$ cat src/rtl/mouse_pkg.sv
// mouse_pkg: shared receiver state type, error codes and default timeout
package mouse_pkg;
  typedef enum logic [2:0] {IDLE, DATA, PARITY, STOP, DONE} rx_state_t;
  localparam logic [1:0] ERR_NONE   = 2'b00;
  localparam logic [1:0] ERR_PARITY = 2'b01;
  localparam logic [1:0] ERR_STOP   = 2'b10;
  localparam int TIMEOUT_CYCLES_DEF = 50000;
endpackage

$ cat src/rtl/mouse_receiver_if.sv
// mouse_receiver_if: PS/2 line inputs, read enable and received-byte handover
//   master: mouse master SM side (drives lines/READ_ENABLE, consumes bytes)
//   slave : receiver side
interface mouse_receiver_if;
  logic       CLK_MOUSE_IN;
  logic       DATA_MOUSE_IN;
  logic       READ_ENABLE;
  logic [7:0] BYTE_READ;
  logic [1:0] BYTE_ERROR_CODE;
  logic       BYTE_READY;
  modport master (output CLK_MOUSE_IN, DATA_MOUSE_IN, READ_ENABLE,
                  input  BYTE_READ, BYTE_ERROR_CODE, BYTE_READY);
  modport slave  (input  CLK_MOUSE_IN, DATA_MOUSE_IN, READ_ENABLE,
                  output BYTE_READ, BYTE_ERROR_CODE, BYTE_READY);
endinterface

$ cat src/rtl/ps2_line_sync.sv
// ps2_line_sync: two-flop synchroniser + registered falling-edge pulse for a PS/2 clock/data pair
//   i_clk_line/i_data_line: raw async lines; o_clk_fall: one-cycle pulse; o_sync_data: data aligned to o_clk_fall
module ps2_line_sync (
  input  logic clk,
  input  logic rst_n,
  input  logic i_clk_line,
  input  logic i_data_line,
  output logic o_sync_data,
  output logic o_clk_fall
);
  logic [2:0] r_clk_sh;
  logic [1:0] r_data_sh;
  logic       r_data;
  logic       r_fall;
  // r_clk_sh[1] is the synchronised clock, r_clk_sh[2] its history; data is delayed one extra flop to stay aligned with the registered fall pulse
  always_ff @(posedge clk or negedge rst_n)
    if (!rst_n) begin
      r_clk_sh  <= 3'b111;
      r_data_sh <= 2'b11;
      r_data    <= 1'b1;
      r_fall    <= 1'b0;
    end else begin
      r_clk_sh  <= {r_clk_sh[1:0], i_clk_line};
      r_data_sh <= {r_data_sh[0], i_data_line};
      r_data    <= r_data_sh[1];
      r_fall    <= r_clk_sh[2] & ~r_clk_sh[1];
    end
  assign o_sync_data = r_data;
  assign o_clk_fall  = r_fall;
endmodule

$ cat src/rtl/mouse_receiver.sv
// mouse_receiver: PS/2 device-to-host frame deserialiser with parity/stop checking and timeout
//   CLK/RESET (async active-low); bus.slave: mouse lines, READ_ENABLE in; BYTE_READ/BYTE_ERROR_CODE/BYTE_READY out
module mouse_receiver
  import mouse_pkg::*;
#(
  parameter int TIMEOUT_CYCLES = TIMEOUT_CYCLES_DEF,
  parameter int CNT_W          = 16
) (
  input  logic             CLK,
  input  logic             RESET,
  mouse_receiver_if.slave  bus
);
  localparam logic [CNT_W-1:0] TO_LAST = CNT_W'(TIMEOUT_CYCLES - 1);
  logic             w_data;
  logic             w_fall;
  rx_state_t        r_state;
  logic [7:0]       r_shift;
  logic [3:0]       r_bit_cnt;
  logic             r_parity;
  logic [CNT_W-1:0] r_to_cnt;
  logic [7:0]       r_byte;
  logic [1:0]       r_err;
  logic             r_ready;
  ps2_line_sync u_sync (
    .clk         (CLK),
    .rst_n       (RESET),
    .i_clk_line  (bus.CLK_MOUSE_IN),
    .i_data_line (bus.DATA_MOUSE_IN),
    .o_sync_data (w_data),
    .o_clk_fall  (w_fall)
  );
  // Outputs are loaded on the stop-bit fall so they are valid during the single DONE cycle
  always_ff @(posedge CLK or negedge RESET)
    if (!RESET) begin
      r_state   <= IDLE;
      r_shift   <= 8'h00;
      r_bit_cnt <= 4'd0;
      r_parity  <= 1'b0;
      r_to_cnt  <= '0;
      r_byte    <= 8'h00;
      r_err     <= ERR_NONE;
      r_ready   <= 1'b0;
    end else begin
      r_ready <= 1'b0;
      case (r_state)
        IDLE: begin
          r_to_cnt <= '0;
          if (w_fall && bus.READ_ENABLE && !w_data) begin
            r_state   <= DATA;
            r_bit_cnt <= 4'd0;
          end
        end
        DATA, PARITY, STOP:
          if (w_fall) begin
            r_to_cnt <= '0;
            if (r_state == DATA) begin
              r_shift   <= {w_data, r_shift[7:1]};
              r_bit_cnt <= r_bit_cnt + 4'd1;
              if (r_bit_cnt == 4'd7) r_state <= PARITY;
            end else if (r_state == PARITY) begin
              r_parity <= w_data;
              r_state  <= STOP;
            end else begin
              r_byte  <= r_shift;
              r_err   <= ((^r_shift ^ r_parity) ? ERR_NONE : ERR_PARITY) | (w_data ? ERR_NONE : ERR_STOP);
              r_ready <= 1'b1;
              r_state <= DONE;
            end
          end else if (r_to_cnt == TO_LAST) begin
            r_state  <= IDLE;
            r_to_cnt <= '0;
          end else
            r_to_cnt <= r_to_cnt + 1'b1;
        default: begin
          r_to_cnt <= '0;
          r_state  <= IDLE;
        end
      endcase
    end
  assign bus.BYTE_READ       = r_byte;
  assign bus.BYTE_ERROR_CODE = r_err;
  assign bus.BYTE_READY      = r_ready;
endmodule

$ cat src/flat_wrapper.sv
// flat-port wrapper written by rule: the top's interface ports become plain ports
module mouse_receiver_flat import mouse_pkg::*;
#(
  parameter int TIMEOUT_CYCLES = TIMEOUT_CYCLES_DEF,
  parameter int CNT_W          = 16
)
  (CLK, RESET, bus_CLK_MOUSE_IN, bus_DATA_MOUSE_IN, bus_READ_ENABLE, bus_BYTE_READ, bus_BYTE_ERROR_CODE, bus_BYTE_READY);
  mouse_receiver_if bus_i ();
  input  logic CLK;
  input  logic RESET;
  input wire logic [$bits(bus_i.CLK_MOUSE_IN)-1:0] bus_CLK_MOUSE_IN;
  input wire logic [$bits(bus_i.DATA_MOUSE_IN)-1:0] bus_DATA_MOUSE_IN;
  input wire logic [$bits(bus_i.READ_ENABLE)-1:0] bus_READ_ENABLE;
  output wire logic [$bits(bus_i.BYTE_READ)-1:0] bus_BYTE_READ;
  output wire logic [$bits(bus_i.BYTE_ERROR_CODE)-1:0] bus_BYTE_ERROR_CODE;
  output wire logic [$bits(bus_i.BYTE_READY)-1:0] bus_BYTE_READY;
  assign bus_i.CLK_MOUSE_IN = bus_CLK_MOUSE_IN;
  assign bus_i.DATA_MOUSE_IN = bus_DATA_MOUSE_IN;
  assign bus_i.READ_ENABLE = bus_READ_ENABLE;
  assign bus_BYTE_READ = bus_i.BYTE_READ;
  assign bus_BYTE_ERROR_CODE = bus_i.BYTE_ERROR_CODE;
  assign bus_BYTE_READY = bus_i.BYTE_READY;
  mouse_receiver #(.TIMEOUT_CYCLES(TIMEOUT_CYCLES), .CNT_W(CNT_W)) u_core (.CLK(CLK), .RESET(RESET), .bus(bus_i));
endmodule
$ cat config.mk
export PLATFORM = sky130hd
export DESIGN_NAME = mouse_receiver_flat
export DESIGN_NICKNAME = d
export VERILOG_FILES = /design/src/rtl/mouse_pkg.sv /design/src/rtl/mouse_receiver_if.sv /design/src/rtl/ps2_line_sync.sv /design/src/rtl/mouse_receiver.sv /design/src/flat_wrapper.sv
export SDC_FILE = /design/constraint.sdc
export NUM_CORES = 1
export LEC_CHECK = 0
export BUFFER_PORTS_ARGS = -buffer_cell sky130_fd_sc_hd__buf_4
export CAP_MARGIN = 10
export CORE_MARGIN = 1.5
export CORE_UTILIZATION = 45
export DETAILED_ROUTE_END_ITERATION = 16
export GPL_TIMING_DRIVEN = 1
export PLACE_DENSITY = 0.66
export SLEW_MARGIN = 20
export SYNTH_ARGS = -nofsm -noshare
export SYNTH_HDL_FRONTEND = slang
export SYNTH_HIERARCHICAL = 1
export SYNTH_SLANG_ARGS = --single-unit
$ cat constraint.sdc
create_clock -name CLK -period 2 [get_ports CLK]
set_clock_uncertainty 0.2 [all_clocks]
set_input_delay 0.3 -clock CLK [delete_from_list [all_inputs] [get_ports CLK]]
set_output_delay 0.3 -clock CLK [all_outputs]
set_load 0.01 [all_outputs]
==> run summary, run 1 <==
status -> complete, no violations
hold_ws -> 0.161 ns
endpoints failing setup -> 0
multi-input logic area -> 893 µm²
area grow syn2layout -> 16.6%
Die Ht -> 72.8 µm
Skew-Pair Late Insertion Delay -> 0.30 ns
Syn Std Cell Area -> 0.00219 mm²
synth unique cells -> 38
min-delay src -> u_core/u_sync/r_clk_sh[0]$_DFF_PN1_
actual slew at the worst max-slew pin -> 0.621 ns
critical setup path kind -> reg2reg
# fillers -> 419
flops & latches, synth -> 50
total power -> 2380 µW
minimum clock period -> 1.92 ns
clk buf depth -> 2
number of cell rows -> 25
NumNets Final -> 233
DR vias -> 1457
Achievable Freq -> 522 MHz
ant diodes -> 0
# IOs -> 16
Sequential Area -> 0.00126 mm²
VDD IR max -> 0.585 mV
Total Wirelength -> 3890 µm
routability cong. -> 0.858
synthesized net count -> 204
Worst-path clk slew -> 0.10 ns
Reg2Reg Launch Point -> u_core/r_state[2]$_DFFE_PN0P_
Worst slew margin -> 58.6%
drt wl/cell -> 13.2 µm
vias in the first global route -> 1462
sum of negative setup slack -> 0 ns
worst hold path type -> reg2reg
Avg Cell Area, Syn -> 11.1 µm²
vias per cell -> 4.96
DP HPWL -> 2630 µm
first drt pass iteration count -> 4
htree depth -> 2
Crit. End Element -> register
antenna-violating nets left -> 0
number of DRC markers in iteration 0 -> 116
Yosys Warn Count -> 6
largest net degree at the start of global routing -> 51
period utilization -> 95.8%
Seq/Total Area, Yosys -> 57.4%
Pleak -> 0.00118 µW
Non-Filler Instances -> 294
die area -> 0.00530 mm²
Crit path arrival time -> 1.91 ns
Worst EP required -> 1.99 ns
Initial Util -> 46.5%
RSZ-0062 raised after global routing -> false
Synth Instances -> 197
CTS tree -> yes
DRC -> 0
first-pass GRT wire length -> 6890 µm
Setup crit start -> u_core/r_state[2]$_DFFE_PN0P_
startpoint types -> register
Final Hold Viols -> 0
Clock Sinks -> 50
placed cells -> 280
Core Area -> 0.00472 mm²
leading cell type in the layout, fill and taps excluded -> dfrtp_1
I/O Buffers -> 15
CTS Buf Count -> 5
Slew Limit Fails -> 0
Die Wd -> 72.8 µm
GRT Util Overall -> 17.0%
most frequent cells in the layout -> dfrtp_1, nand2_1, buf_4, nor2_1, xnor2_1
post-layout util -> 54.2%
Pwr Density -> 929 mW/mm²
Critical Path Fanout Max -> 10
GR Overflow Total -> 0
Max-cap violations -> 0
initial antenna violation count -> 0
layout cells sized above 1 -> 24.7%
CTS root buffer -> clkbuf_8
worst max-delay path, stage by stage (launching register included):
cell and delay [ns]:
dfrtp_1 0.42, or3b_2 0.55, nor2_4 0.27, mux2_2 0.37
final cells by class:
class / instances / share of cell area (%)
Sequential cell: 50 / 49.2
Clock inverter: 3 / 1.03
Timing Repair Buffer: 25 / 7.62
Inverter: 9 / 1.32
Multi-Input combinational cell: 135 / 34.9
Tap cell: 67 / 3.27
Clock buffer: 5 / 2.69
final timing paths:
kind,end,slack (ns),cells past startpoint
worst max-delay path,u_core/r_shift[7]$_DFFE_PN0P_,0.08,3
worst min-delay path,u_core/u_sync/r_clk_sh[1]$_DFF_PN1_,0.16,0
worst max register to register,u_core/r_shift[7]$_DFFE_PN0P_,0.08,3
worst min register to register,u_core/u_sync/r_clk_sh[1]$_DFF_PN1_,0.16,0
max in group asynchronous,u_core/bus.BYTE_ERROR_CODE[0]$_DFFE_PN0P_,0.83,2
min in group asynchronous,u_core/r_to_cnt[6]$_DFF_PN0_,0.36,2
Yosys cell counts (all sizes together):
| library cell | instances | area [µm²] |
|---|---|---|
| xor2 | 4 | 35.0 |
| nand4 | 3 | 18.8 |
| clkbuf | 3 | 11.3 |
| a22o | 2 | 17.5 |
| nand3 | 8 | 57.6 |
| or3b | 1 | 8.76 |
| mux2 | 11 | 124 |
| dfstp | 6 | 158 |
| o31ai | 1 | 7.51 |
| and3 | 3 | 18.8 |
| a31oi | 1 | 6.26 |
| nand2 | 32 | 120 |
| xnor2 | 13 | 114 |
| ha | 2 | 25.0 |
| or2 | 1 | 6.26 |
| o2bb2a | 1 | 10.0 |
| o21bai | 2 | 15.0 |
| or4 | 1 | 7.51 |
| xnor3 | 1 | 22.5 |
| nor2b | 3 | 26.3 |
| or3 | 3 | 23.8 |
| nor2 | 17 | 71.3 |
| nor4b | 2 | 17.5 |
| inv | 8 | 30.0 |
| nor4bb | 1 | 10.0 |
| nor3 | 3 | 15.0 |
| nor4 | 4 | 25.0 |
| a21oi | 6 | 30.0 |
| and4bb | 1 | 12.5 |
| clkinv | 1 | 3.75 |
| o211a | 1 | 10.0 |
| o21ai | 7 | 35.0 |
| dfrtp | 44 | 1100 |
registers in the layout (all words and copies together), names as in the netlist:
name,count
u_core/r_shift,8
u_core/bus.BYTE_ERROR_CODE,2
u_core/u_sync/o_sync_data,1
u_core/bus.BYTE_READ,8
u_core/u_sync/r_clk_sh,3
u_core/r_parity,1
u_core/u_sync/o_clk_fall,1
u_core/r_state,3
u_core/bus.BYTE_READY,1
u_core/r_bit_cnt,4
u_core/u_sync/r_data_sh,2
u_core/r_to_cnt,16
logic make-up after synthesis:
| group | Yosys count | synth area share, % |
|---|---|---|
| and+or+nand+nor | 83 | 20.0 |
| DFF | 50 | 57.4 |
| AOI/OAI and AO/OA | 21 | 5.99 |
| xor gates and xnor gates | 18 | 7.81 |
| buffers and inverters | 12 | 2.05 |
| muxes | 11 | 5.64 |
| adders and majority gates | 2 | 1.14 |
report_power, final:
group	total [µW]	internal, µW	switching, µW	leakage [µW]
Clock	607	258	349	0.0000491
Sequential	1260	1130	133	0.000663
Combinational	508	292	216	0.000466
what timing repair did:
action / in CTS / in global routing
endpoints found under the setup margin: 0 / 1
endpoints found under the hold margin: 46 / 0
hold buffers: 3 / 0
buffers inserted: 0 / 3
gates resized for setup: 0 / 1
stage by stage:
step | setup WS, ns | cell area [µm²]
finish | 0.0841 | 2560
global route | 0.0219 | 2560
CTS | 0.0651 | 2530
detailed placement | 0.0880 | 2410
global placement | 0.131 | 2410
floorplan | 0.207 | 2190
per-layer routing:
layer / GRT usage (%) / wire length (µm) / up-vias
met5: 0 / 0 / -
met4: 5.87 / 42 / 0
met3: 4.28 / 80 / 4
met2: 23.9 / 1630 / 18
met1: 25.7 / 2140 / 709
li1: - / - / 726
No activity file was read; power rests on OpenSTA's default activity.
==> inputs of run 2 (changes only) <==
BUFFER_PORTS_ARGS = -buffer_cell sky130_fd_sc_hd__buf_2   (was -buffer_cell sky130_fd_sc_hd__buf_4)
==> run 2 against run 1 <==
  * Non-clock buffer count up 2
  * Combinational power down 0.8%
  * Sequential power hardly changed
  * Global-route usage shrank 0.90 points
  * Fmax fell by 0.81%
  * Register-to-register slack worse by 0.02 ns
  * Count of clock-buffer cells in the layout is the same
  * Clock power barely moved
  * First-iteration DRC count increased by 6.9%
  * Largest cell class unchanged
  * Routed wire length decreased by 5.0%
  * Final area down 0.98%
==> run summary, run 2 (synthesized netlist as in run 1, its figures left out) <==
Max-cap violations -> 0 (unchanged)
I/O Buffers -> 15 (unchanged)
area grow syn2layout -> 15.5%
clock power share -> 25.7% (+0.2 points)
number of DRC markers in iteration 0 -> 124 (+6.9%)
Slew Limit Fails -> 0 (unchanged)
most frequent cells in the layout -> dfrtp_1, nand2_1, nor2_1, buf_2, xnor2_1
total net switching power -> 705 µW (+0.98%)
endpoints failing setup -> 0 (unchanged)
pre-CTS setup slack -> 0.0905 ns (+0.00247 ns)
multi-input logic area -> 891 µm² (-0.28%)
ant diodes -> 0 (unchanged)
Sequential Area -> 0.00126 mm² (unchanged)
actual slew at the worst max-slew pin -> 0.431 ns (-0.190 ns)
antenna-violating nets left -> 0 (unchanged)
layout cells sized above 1 -> 24.9% (+0.22 points)
Die Wd -> 72.8 µm (unchanged)
Pleak -> 0.00119 µW (+0.83%)
Achievable Freq -> 518 MHz (-0.81%)
DP Area -> 0.00239 mm² (-0.62%)
Crit path arrival time -> 1.92 ns (about the same)
GRT Util Overall -> 16.1% (-0.90 points)
DR vias -> 1440 (-1.2%)
cell internal pwr -> 1670 µW (-0.32%)
NumNets Final -> 235 (+0.86%)
# fillers -> 440 (+5.0%)
clk buf depth -> 2 (unchanged)
PostCTS Resize Cnt -> 0 (unchanged)
Sw Share -> 29.6% (+0.27 points)
cell area after layout -> 0.00253 mm² (-0.98%)
critical setup path kind -> reg2reg
Die Ht -> 72.8 µm (unchanged)
Flop pwr share -> 53.2% (about the same)
largest net degree at the start of global routing -> 20 (-61%)
vias in the first global route -> 1380 (-5.6%)
status -> complete, no violations
Worst-path clk slew -> 0.10 ns (about the same)
DP HPWL -> 2680 µm (+1.7%)
drt wl/cell -> 12.5 µm (-5.6%)
htree depth -> 2 (unchanged)
Skew-Pair Late Insertion Delay -> 0.30 ns (about the same)
Clock Sinks -> 50 (unchanged)
Core Area -> 0.00472 mm² (unchanged)
leading cell type in the layout, fill and taps excluded -> dfrtp_1
Reg with most FFs -> u_core/r_to_cnt
VDD IR max -> 0.506 mV (-13%)
number of cell rows -> 25 (unchanged)
GR Overflow Total -> 0 (unchanged)
CTS tree -> yes
Final Hold Viols -> 0 (unchanged)
initial antenna violation count -> 0 (unchanged)
combinational share of power -> 21.2% (-0.2 points)
first-pass GRT wire length -> 6570 µm (-4.7%)
CTS root buffer -> clkbuf_8
routability cong. -> 0.733 (-15%)
worst hold path type -> reg2reg
Worst slew margin -> 71.0% (+12 points)
RSZ-0062 raised after global routing -> false
Worst EP required -> 1.99 ns (about the same)
setup slack after layout -> 0.0684 ns (-0.0157 ns)
die area -> 0.00530 mm² (unchanged)
Total Wirelength -> 3700 µm (-5.0%)
Crit. End Element -> register
Pwr Density -> 938 mW/mm² (+1.0%)
minimum clock period -> 1.93 ns (+0.0157 ns)
CTS Buf Count -> 5 (unchanged)
startpoint types -> register
hold_ws -> 0.158 ns (-0.00257 ns)
period utilization -> 96.6% (+0.78 points)
max FFs per register -> 16 (unchanged)
first drt pass iteration count -> 4 (unchanged)
Initial Util -> 46.5% (unchanged)
sum of negative setup slack -> 0 ns (unchanged)
DRC -> 0 (unchanged)
Critical Path Fanout Max -> 10 (unchanged)
# IOs -> 16 (unchanged)
vias per cell -> 4.86 (-1.8%)
run 2: changes by cell type in the layout (fill, tap and decap cells not counted):
cell,delta
clkinv_4,-1
buf_4,-13
ha_2,-1
inv_6,+1
ha_1,+1
buf_2,+15
run 2: worst max-delay path: stages (launching register included):
cell     delay, ns
dfrtp_1       0.44
or3b_2        0.53
nor2_4        0.27
mux2_2        0.38
run 2: repair_timing:
item	in CTS	in global routing
endpoints found under the setup margin	0	1
hold buffers	3	0
hold endpoints to repair	16	0
buffers inserted	0	2
run 2: stage by stage:
step,utilization [%],power [µW],cells
4_1_cts,53.4,2400,294
3_5_place_dp,50.7,1770,283
2_1_floorplan,-,1640,197
5_1_grt,53.7,2520,296
6_report,53.7,2380,296
3_3_place_gp,50.7,1760,283
run 2: per-layer routing:
layer,routed length (µm),up-vias,part of all wire (%),global-route usage (%)
met5,0,-,0,0
met4,31,0,0.84,5.45
met3,72,2,1.9,3.45
met2,1670,12,45,22.5
met1,1920,693,52,24.8
li1,-,733,-,-
run 2: final timing paths:
kind,from,end,slack [ns],cells after the start
worst min-delay path,u_core/u_sync/r_clk_sh[0]$_DFF_PN1_,u_core/u_sync/r_clk_sh[1]$_DFF_PN1_,0.16,0
worst max register to register,u_core/r_state[1]$_DFFE_PN0P_,u_core/r_shift[3]$_DFFE_PN0P_,0.07,3
worst min register to register,u_core/u_sync/r_clk_sh[0]$_DFF_PN1_,u_core/u_sync/r_clk_sh[1]$_DFF_PN1_,0.16,0
worst max-delay path,u_core/r_state[1]$_DFFE_PN0P_,u_core/r_shift[3]$_DFFE_PN0P_,0.07,3
min in group asynchronous,RESET,u_core/bus.BYTE_READ[0]$_DFFE_PN0P_,0.24,2
max in group asynchronous,RESET,u_core/u_sync/o_sync_data$_DFF_PN1_,0.77,3
run 2: final cells by class:
class	instances	share of cell area, %
Sequential cell	50	49.7
Multi-Input combinational cell	135	35.1
Timing Repair Buffer	27	6.81
Tap cell	67	3.31
Clock buffer	5	2.71
Inverter	9	1.33
Clock inverter	3	1.04
run 2: power groups by stage:
stage	Combinational [µW]	Clock (µW)	Sequential [µW]
floorplan	403	0	1240
global placement	466	0	1290
detailed placement	482	0	1290
CTS	491	634	1270
global route	564	670	1290
finish	504	610	1260
==> inputs of run 3 (changes only) <==
SETUP_SLACK_MARGIN = 0.02   (was not set)
SYNTH_HIERARCHICAL = not set   (was 1)
==> run 3 against run 2 <==
  * Count of clock-buffer cells in the layout grew 1
  * Non-clock buffer count fell by 2
  * Core utilization grew 0.65 points
  * Via count unchanged
  * First-iteration DRC count fell by 44%
  * Cell count down 5.7%
  * Hold slack gained 0.0016 ns
  * Power grew 34%
  * Synthesized cell count fell by 0.51%
  * Sequential power grew 15%
  * Routed wire length shrank 1.7%
  * Setup slack better by 0.020 ns
  * Critical path type unchanged
  * Largest cell class unchanged
  * Highest routed layer unchanged
==> run summary, run 3 <==
synthesized net count -> 203 (-0.49%)
most frequent cells in the layout -> dfrtp_1, nand2_1, nor2_1, xnor2_1, buf_2
Post-synth ARST share -> 100% (unchanged)
minimum clock period -> 1.91 ns (-0.0198 ns)
htree depth -> 2 (unchanged)
flops & latches, synth -> 50 (unchanged)
hold_ws -> 0.160 ns (+0.00161 ns)
Worst slew margin -> 75.1% (+4.1 points)
Slew Limit Fails -> 0 (unchanged)
leading cell type in the layout, fill and taps excluded -> dfrtp_1
VDD IR max -> 0.732 mV (+45%)
status -> complete, no violations
setup slack after layout -> 0.0882 ns (+0.0198 ns)
most area-consuming cells after synthesis -> dfrtp_1, dfstp_2, xnor2_1, nand2_1, mux2_2
drt wl/cell -> 13.0 µm (+4.3%)
Post-CTS Setup Bufs -> 0 (unchanged)
Clock Sinks -> 50 (unchanged)
# IOs -> 16 (unchanged)
CTS Buf Count -> 5 (unchanged)
Flop pwr share -> 45.6% (-7.6 points)
dominant cell type by area after synthesis -> dfrtp_1
antenna-violating nets left -> 0 (unchanged)
Core Area -> 0.00469 mm² (-0.66%)
number of DRC markers in iteration 0 -> 70 (-44%)
worst hold path type -> reg2reg
Worst EP required -> 2.04 ns (+0.05 ns)
vias per cell -> 5.16 (+6.1%)
routability cong. -> 0.811 (+11%)
largest net degree at the start of global routing -> 37 (+85%)
vias in the first global route -> 1350 (-2.2%)
Crit path arrival time -> 1.95 ns (+0.03 ns)
Post-synth EDFFs -> 0 (unchanged)
combinational share of power -> 27.4% (+6.2 points)
Die Ht -> 72.5 µm (-0.52%)
Initial Util -> 46.3% (-0.20 points)
Skew-Pair Late Insertion Delay -> 0.30 ns (about the same)
post-synth top area share -> 50.7% (+0.55 points)
worst reg-to-reg setup slack -> 0.09 ns (+0.02 ns)
Worst path max stage delay -> 0.57 ns (+0.04 ns)
clock power share -> 27.0% (+1.3 points)
Pleak -> 0.00115 µW (-3.0%)
crit-path leading delay family -> simple AND/OR/NAND/NOR gates
total net switching power -> 926 µW (+31%)
I/O Buffers -> 15 (unchanged)
Avg Cell Area, Syn -> 11.1 µm² (-0.58%)
Pwr Density -> 1250 mW/mm² (+33%)
RSZ-0062 raised after global routing -> true
startpoint types -> register
total power -> 3190 µW (+34%)
# fillers -> 416 (-5.5%)
NumNets Final -> 231 (-1.7%)
Achievable Freq -> 523 MHz (+1.0%)
clk buf depth -> 2 (unchanged)
Worst-path clk slew -> 0.09 ns (about the same)
period utilization -> 95.6% (-0.99 points)
Synth Instances -> 196 (-0.51%)
Syn Std Cell Area -> 0.00217 mm² (-1.1%)
first drt pass iteration count -> 4 (unchanged)
cell internal pwr -> 2270 µW (+35%)
actual slew at the worst max-slew pin -> 0.373 ns (-0.0578 ns)
endpoints failing setup -> 0 (unchanged)
Critical Path Fanout Max -> 5 (-5)
Reg with most FFs -> u_core.r_to_cnt
DRC -> 0 (unchanged)
number of cell rows -> 25 (unchanged)
CTS tree -> yes
Total Wirelength -> 3640 µm (-1.7%)
Max-cap violations -> 0 (unchanged)
synth unique cells -> 36 (-5.3%)
DR vias -> 1440 (unchanged)
GR Overflow Total -> 0 (unchanged)
area grow syn2layout -> 17.4%
sum of negative setup slack -> 0 ns (unchanged)
Seq/Total Area, Yosys -> 58.0% (+0.63 points)
crit-path cells -> nand3_1 > or4_4 > or3_1 > a21oi_1
die area -> 0.00525 mm² (-1.0%)
pre-CTS setup slack -> 0.0852 ns (-0.00527 ns)
CTS root buffer -> clkbuf_8
Yosys Warn Count -> 0 (-6)
initial antenna violation count -> 0 (unchanged)
main flop type after synthesis -> dfrtp_1
layout cells sized above 1 -> 24.0% (-0.89 points)
CP max stage cell -> or4_4
Die Wd -> 72.5 µm (-0.52%)
most frequent cell after synthesis -> dfrtp_1
Sw Share -> 29.0% (-0.63 points)
GRT Util Overall -> 16.1% (-0.057 points)
WP buf/inv -> 0 (unchanged)
DP HPWL -> 2510 µm (-6.3%)
critical setup path kind -> reg2reg
max FFs per register -> 16 (unchanged)
Final Hold Viols -> 0 (unchanged)
Crit. End Element -> register
ant diodes -> 0 (unchanged)
first-pass GRT wire length -> 6370 µm (-3.0%)
most common library cells after synthesis -> dfrtp_1, nand2_1, nor2_1, xnor2_1, mux2_2
## run 3: layout make-up
cell class | count | area (µm²) | share of cell area, %
multi-input cells | 135 | 881 | 34.6
clock buffers | 6 | 82.6 | 3.24
repair buffers | 25 | 170 | 6.68
clock inverters | 2 | 60.1 | 2.36
well taps | 54 | 67.6 | 2.65
inverters | 7 | 26.3 | 1.03
flip-flops and latches | 50 | 1260 | 49.5
## run 3: logic make-up (layout without fill, tap and decap cells)
| group | Yosys count | count (layout) | synth area share (%) |
|---|---|---|---|
| mux | 11 | 11 | 5.71 |
| simple gates | 87 | 87 | 20.2 |
| compound gates | 16 | 16 | 4.61 |
| flops | 50 | 50 | 58.0 |
| buf+inv | 11 | 40 | 2.02 |
| fa+ha+maj | 2 | 2 | 1.15 |
| xor+xnor | 19 | 19 | 8.30 |
## run 3: routing by layer
layer | vias to the layer above | routed length (µm) | global-route usage (%)
met5 | - | 0 | 0
met4 | 0 | 64 | 6.92
met3 | 5 | 124 | 4.58
met2 | 21 | 1680 | 23.0
met1 | 696 | 1770 | 22.9
li1 | 718 | - | -
## run 3: worst reg2reg max path, delay by kind of cell (launching register included)
family          cells  cell delay, ns
simple gates        3            1.07
compound gates      1            0.14
flops               1            0.43
## run 3: final timing paths
| path | startpoint | to | cells after the start |
|---|---|---|---|
| worst max-delay path | u_core.r_to_cnt[8]$_DFF_PN0_ | u_core.r_to_cnt[15]$_DFF_PN0_ | 4 |
| worst min-delay path | u_core.u_sync.r_data_sh[1]$_DFF_PN1_ | u_core.u_sync.o_sync_data$_DFF_PN1_ | 0 |
| worst max register to register | u_core.r_to_cnt[8]$_DFF_PN0_ | u_core.r_to_cnt[15]$_DFF_PN0_ | 4 |
| worst min register to register | u_core.u_sync.r_data_sh[1]$_DFF_PN1_ | u_core.u_sync.o_sync_data$_DFF_PN1_ | 0 |
| max in group asynchronous | RESET | u_core.u_sync.o_sync_data$_DFF_PN1_ | 3 |
| min in group asynchronous | RESET | u_core.r_to_cnt[14]$_DFF_PN0_ | 2 |
## run 3: power by group through the flow
stage	sequential [µW]	clock, µW	combinational (µW)
CTS	1450	890	887
global placement	1470	0	856
floorplan	1430	0	671
finish	1450	863	874
detailed placement	1470	0	881
global route	1500	929	977
## run 3: metrics by stage
stage	cell area (µm²)	cells	utilization, %
finish	2550	279	54.3
global route	2550	279	54.3
CTS	2540	279	54.1
detailed placement	2370	268	50.5
global placement	2370	268	50.5
floorplan	2170	196	-
## run 3: timing repair
| action | CTS | global route |
|---|---|---|
| endpoints found under the hold margin | 16 | 0 |
| hold buffers | 3 | 0 |
| setup endpoints to repair | 0 | 4 |
| gates resized for setup | 0 | 4 |
